**src/rtl/qos_wrr_sched.sv**
```systemverilog
// Four-queue weighted round-robin scheduler with zero-latency grant.
// Each queue may hold the grant for up to its weight in consecutive cycles.
module qos_wrr_sched #(
    parameter int WW = 3
) (
    input  logic            CLK,
    input  logic            RESET,
    input  logic            init,
    input  logic [4*WW-1:0] WEIGHTS,
    input  logic [3:0]      fifo_empty,
    input  logic            out_full,
    output logic [3:0]      pop,
    output logic [1:0]      sel,
    output logic            valid,
    output logic            active
);

    typedef enum logic {
        WAIT_INIT,
        ACTIVE
    } state_t;

    state_t          state;
    logic [WW-1:0]   weight [4];
    logic [1:0]      ptr;
    logic [WW-1:0]   credit;

    logic [3:0]      elig;
    logic            run;
    logic            gnt;
    logic            cont;
    logic [1:0]      g;
    logic [1:0]      idx;

    always_comb begin
        for (int i = 0; i < 4; i++) begin
            elig[i] = !fifo_empty[i] && (weight[i] != '0);
        end
    end

    // Continue the current burst if it has credit, else scan from ptr+1 wrapping to ptr.
    always_comb begin
        run  = (state == ACTIVE) && !init && !out_full && !RESET;
        gnt  = 1'b0;
        cont = 1'b0;
        g    = ptr;
        idx  = ptr;
        if (run) begin
            if (elig[ptr] && (credit != '0)) begin
                gnt  = 1'b1;
                cont = 1'b1;
            end else begin
                for (int k = 1; k <= 4; k++) begin
                    idx = ptr + 2'(k);
                    if (!gnt && elig[idx]) begin
                        gnt = 1'b1;
                        g   = idx;
                    end
                end
            end
        end
    end

    always_comb begin
        pop    = gnt ? (4'b0001 << g) : 4'b0000;
        valid  = gnt;
        sel    = RESET ? 2'd3 : g;
        active = (state == ACTIVE) && !RESET;
    end

    always_ff @(posedge CLK) begin
        if (RESET) begin
            state  <= WAIT_INIT;
            ptr    <= 2'd3;
            credit <= '0;
            for (int i = 0; i < 4; i++) begin
                weight[i] <= '0;
            end
        end else if (init) begin
            state  <= ACTIVE;
            ptr    <= 2'd3;
            credit <= '0;
            for (int i = 0; i < 4; i++) begin
                weight[i] <= WEIGHTS[i*WW +: WW];
            end
        end else if (gnt) begin
            if (cont) begin
                credit <= credit - WW'(1);
            end else begin
                ptr    <= g;
                credit <= weight[g] - WW'(1);
            end
        end
    end

endmodule

```
**config.mk**
```make
export PLATFORM = sky130hd
export DESIGN_NAME = qos_wrr_sched
export DESIGN_NICKNAME = d
export VERILOG_FILES = /design/src/rtl/qos_wrr_sched.sv
export SDC_FILE = /design/constraint.sdc
export NUM_CORES = 1
export LEC_CHECK = 0
export CELL_PAD_IN_SITES_DETAIL_PLACEMENT = 1
export CELL_PAD_IN_SITES_GLOBAL_PLACEMENT = 2
export CORE_MARGIN = 4
export CORE_UTILIZATION = 28
export DETAILED_ROUTE_END_ITERATION = 16
export GPL_TIMING_DRIVEN = 0
export PLACE_DENSITY_LB_ADDON = 0.3
export SLEW_MARGIN = 20
export SYNTH_ARGS = -nofsm -noshare
export SYNTH_HDL_FRONTEND = slang
export SYNTH_SLANG_ARGS = --single-unit
export TNS_END_PERCENT = 50
```
**constraint.sdc**
```tcl
create_clock -name CLK -period 3.6 [get_ports CLK]
set_clock_uncertainty 0.1 [all_clocks]
set_input_delay 0.54 -clock CLK [delete_from_list [all_inputs] [get_ports CLK]]
set_output_delay 0.54 -clock CLK [all_outputs]
set_load 0.05 [all_outputs]
```
---- Word level (Yosys, flattened, before mapping) ----
Memory sizes are Yosys's and may differ from the RTL's.
Cells that the tools add are included.
storage, ports and cells
  memories ................................ 1
  bits in writable memories ............... 12
  word-level logic and storage cells ...... 88
  output and inout bits ................... 8
  bits in registers ....................... 6
operators by class
  bitwise operators ....................... 5
  $lt $le $gt $ge ......................... 4
  mux-type cells .......................... 40
  add/sub/neg operators ................... 5
  shift operators ......................... 1
  reductions and logical operators ........ 29
memory list
  memory  depth  bits a word  rd ports  clocked after memory_dff  wr ports  line  RTL
  weight  4      3            5         0                         4         24    logic [WW-1:0] weight [4];
operators with widths
  operator               count
  $mux W1                23
  $mux W3                5
  $reduce_bool A3 Y1     5
  $mux W2                7
  $logic_and A1 B1 Y1    12
  $lt A2 B3 Y1 const B   4
  $logic_not A1 Y1       10
  $bmux W1 S2            4
  $sub A3 B1 Y3 const B  2
  $add A2 B2 Y2 const B  2
  $mux W4                1
  $or A1 B1 Y1           4
  $shl A1 B2 Y4 const A  1
  $add A2 B1 Y2 const B  1
  $reduce_and A2 Y1      1
  $reduce_or A2 Y1       1
  $not A1 Y1             1

---- Longest topological paths before layout ----
An unclocked memory read counts as a cell.
  depth after elaboration ................. 25
  depth in mapped cells ................... 14
  gate-level depth less buffers ........... 12

---- Worst setup path before layout ----
Ideal clock, no wire load.
  path type ............................... input -> output
  from .................................... input port RESET
  to ...................................... output port pop[0]
  path slack .............................. -0.465 ns
  path buffers ............................ 0
  data required time ...................... 2.960 ns
  cell stages on the path ................. 8
  data arrival time ....................... 3.425 ns
  cells stage by stage .................... nor2b_2 > nor3b_4 > o311a_2 > a22o_2 > a21oi_4 > nor2_2 > inv_1 > nor3_1
between the ends
  word-level cells in the longest chain between the ends .. 5
  elaborated cells between the ends (all ways) .. 6
ends and longest elaborated chain
  item                   line  RTL
  from (decl)            7     input logic RESET,
  $logic_not A1 Y1 *     43    run = (state == ACTIVE) && !init && !out_full && !RESET;
  $logic_and A1 B1 Y1 *  43
  $mux W2                48    if (run) begin
  $shl A1 B2 Y4          65    pop = gnt ? (4'b0001 << g) : 4'b0000;
  $mux W4 *              65
  to (decl)              12    output logic [3:0] pop,
Every way passes the cells marked *; elsewhere a longest branch is shown, timed or not.

---- Final worst setup path ----
  from .................................... input port fifo_empty[1]
  to ...................................... register credit[2]
between the ends
  word-level cells in the longest chain between the ends .. 25
  elaborated cells between the ends (all ways) .. 40
ends and longest elaborated chain
  item                           line  RTL
  from (decl)                    10    input logic [3:0] fifo_empty,
  $logic_not A1 Y1 *             37    elig[i] = !fifo_empty[i] && (weight[i] != '0);
  $logic_and A1 B1 Y1 *          37
  $bmux W1 S2                    55    if (!gnt && elig[idx]) begin
  $mux W1 (implied by the code)  55
  $mux W1                        55
  $mux W1                        49    if (elig[ptr] && (credit != '0)) begin
  $mux W1                        48
  $logic_not A1 Y1               55
  (+9 left out)                  -
  $logic_not A1 Y1               55
  $logic_and A1 B1 Y1            55
  $mux W2                        55
  $mux W2                        49
  $mux W2                        48
  $mem_v2 Z4 W3                  -
  $sub A3 B1 Y3                  91    credit <= weight[g] - WW'(1);
  $mux W3                        87    if (cont) begin
  to (signal assigned)           88    credit <= credit - WW'(1);
  to (signal assigned)           91
  to (decl)                      26    logic [WW-1:0] credit;
Every way passes the cells marked *; elsewhere a longest branch is shown, timed or not. The select of a mux whose other input is x is not followed.
A chain may end at the register's enable or synchronous reset.

==> results.txt <==
Final layout net count - 202
Critical-path cell list - clkdlybuf4s15_1, or2_1, mux4_2, a22o_4, a21o_1, buf_6, a2111oi_4, nor2_1, mux2i_1, ha_2, o22ai_1, a21o_1, a211o_1
DRT Wirelength - 4117 um
First-pass GRT wire length - 6782 um
Min cycle time layout - 3.545 ns
Worst Path Required - 3.64 ns
Post-synth EDFFs - 12
Vias per inst - 5.466
Final HPWL DP - 3173 um
Max Cap Viol - 0
Antenna-violating nets left - 0
CP arrival - 3.59 ns
CTS clk-pin slew, worst paths - 0.07 ns
Global Route Usage Sum - 0.1445
Via count - 1,268
Largest net degree at the start of global routing - 17
Port Buffers - 27
Maximum VDD drop - 0.1938 mV
Leak - 0.7300 nW
Final-report setup violation count - 0
Area of the core - 4474 um^2
Fmax - 282.1 MHz
Max incr delay on CP - 0.56 ns
#FFs+latches synth - 18
Number of global-route vias before repair - 1,368
Rel. slew slack - 0.5971
CTS tree - built
Share of cells above drive strength 1 - 0.2778
Slew Viols, Final - 0
DRC - 0
Top_reg_cell synth - edfxtp_1
Syn_nets - 159
Critical path startpoint category - input pin
Mean Syn Cell Area - 9.629 um^2
Crit path kind - input pin to flop
Synth async-reset ratio - 0
Diode count - 0
Gpl congestion - 0.8565
Die Wd - 76.89 um
Unique masters post-synth - 52
Initial Util - 0.2970
Synth warnings - 0
CTS H-tree lvls - 1
Final Hold Fails - 0
Fillers - 509
I/O pins - 28
Cell mode on critical path - a21o_1
Final core utilization - 0.4189
Initial antenna violation count - 0
Hold Path Class - flop to flop
Clock buffer depth - 2
GRT overflow - 0
Critical-path maximum fanout - 5
TNS Setup - 0 ns
RSZ-0062 raised after global routing - yes
TritonCTS Buffers - 3
Row count - 24
Period utilization - 0.9846
Yosys top cell area share - 0.2712
Leading area contributor after synthesis - edfxtp_1
Slew @ Worst Pin - 0.6036 ns
Critical Path Slowest Stage Cell - mux4_2
DRT iter0 DRCs - 61
Worst skew pair latency - 0.25 ns
CP endpoint kind - flop
CTS Root Cell - clkbuf_8
Final hold slack - 0.4168 ns
Layout overhead on the synthesized area - 41.05%
Post-synthesis instance total - 138
PD cells - 300.8 nW/um^2
Sequential fraction of the synthesis area - 0.3616
Status - completed
CTS Sinks - 18
Mapped cell area - 1329 um^2
First-pass DRT Iterations - 4
Wire length per cell - 17.75 um
Die Span Y - 76.89 um
Die area - 5912 um^2
Area contributors post-synth - edfxtp_1, dfxtp_1, and2_1, nor3_1, mux4_2
## cell type report
cell class	count	area, um^2	area share
Buffer	4	23.77	0.01268
Clock buffer	4	45.04	0.02403
Inverter	9	37.54	0.02003
Multi-Input combinational cell	107	889.6	0.4746
Sequential cell	18	480.5	0.2563
Tap cell	52	65.06	0.03471
Timing Repair Buffer	38	332.8	0.1776
## Yosys cell counts, types with 2 or more instances
cell and instances:
edfxtp_1 12, nor3_1 10, a2111oi_2 2, o221ai_1 2, o22ai_1 2, a21o_1 3, o21ai_0 4, clkbuf_1 2
or2_1 2, mux4_2 2, a31oi_1 2, o21ai_1 2, a221oi_1 2, a211oi_1 5, mux2i_1 3, and3_1 2
nor2_1 9, nand2_1 6, inv_1 8, nand2b_1 3, nand3_1 2, dfxtp_1 6, or3_1 4, and2_1 12
a21oi_1 4
## flip-flops by register name, summed over array words and instances (netlist names)
register / count
state: 1
ptr: 2
credit: 3
weight: 12
## metal layers
metal | up-vias | global-route usage | share of wire
li1 | 618 | - | -
met1 | 622 | 0.1647 | 0.42
met2 | 22 | 0.2648 | 0.53
met3 | 6 | 0.03279 | 0.032
met4 | 0 | 0.04529 | 0.013
met5 | - | 0 | 0
## final timing paths
check | endpoint | from | slack (ns) | depth (start not counted)
max reg2reg | credit[2]$_SDFFE_PP0P_ | weight[3][1]$_SDFFCE_PN0P_ | 0.10 | 13
min | credit[1]$_SDFFE_PP0P_ | credit[1]$_SDFFE_PP0P_ | 0.42 | 2
max | credit[2]$_SDFFE_PP0P_ | fifo_empty[1] | 0.06 | 13
min reg2reg | credit[1]$_SDFFE_PP0P_ | credit[1]$_SDFFE_PP0P_ | 0.42 | 2
## worst max-delay path, delay by kind of cell
| family | cells | cell delay, ns |
|---|---|---|
| AOI/OAI and AO/OA | 6 | 1.34 |
| and+or+nand+nor | 2 | 0.38 |
| muxes | 2 | 0.72 |
| adders and majority gates | 1 | 0.22 |
| buffers and inverters | 2 | 0.39 |
## what timing repair did
action	in CTS	in global routing
hold buffers	0	0
resized for setup	33	17
cloned	0	0
pin swaps	5	12
setup endpoints to repair	9	9
buffers inserted	4	7
endpoints found under the hold margin	0	0
## cells by family after synthesis
logic type | synth area share
adders and majority gates | 0.009415
AOI/OAI and AO/OA | 0.2627
buffers and inverters | 0.04331
DFF | 0.3616
and+or+nand+nor | 0.2665
muxes | 0.05650
## through the flow
| stage | instances | instance area [um^2] | power, mW | worst slack, ns |
|---|---|---|---|---|
| after CTS | 225 | 1783 | 0.5534 | -0.1599 |
| after floorplan | 138 | 1339 | 0.3384 | -0.2557 |
| final | 232 | 1874 | 0.5639 | 0.05537 |
| after global routing | 232 | 1874 | 0.5971 | -0.06764 |
| after detailed placement | 217 | 1674 | 0.3938 | -0.7894 |
| after global placement | 217 | 1674 | 0.3871 | -0.7159 |
## layout by cell type (no fill, tap or decap), types with 2 or more instances in the layout
master	count
clkdlybuf4s50_1	16
and2_1	12
edfxtp_1	12
buf_4	11
inv_1	8
nor2_1	8
nand2_1	6
dfxtp_1	6
nor3_1	5
a211oi_1	5
nor3_2	4
or3_1	4
buf_2	4
a21oi_1	4
nor3_4	3
clkbuf_1	3
nand2b_1	3
o21ai_0	3
a21o_1	3
a221oi_2	3
mux2i_1	3
clkbuf_8	3
or2_1	2
mux4_2	2
o21ai_2	2
nand3_1	2
a31oi_1	2
and3_1	2
o22ai_1	2
dlymetal6s2s_1	2
clkdlybuf4s15_1	2
dlygate4sd2_1	2
## power breakdown
| group | internal, mW | total, mW | switching (mW) |
|---|---|---|---|
| Clock | 0.0786 | 0.149 | 0.0708 |
| Sequential | 0.235 | 0.248 | 0.0132 |
| Combinational | 0.0768 | 0.166 | 0.0892 |
No activity file was read; power rests on OpenSTA's default activity.
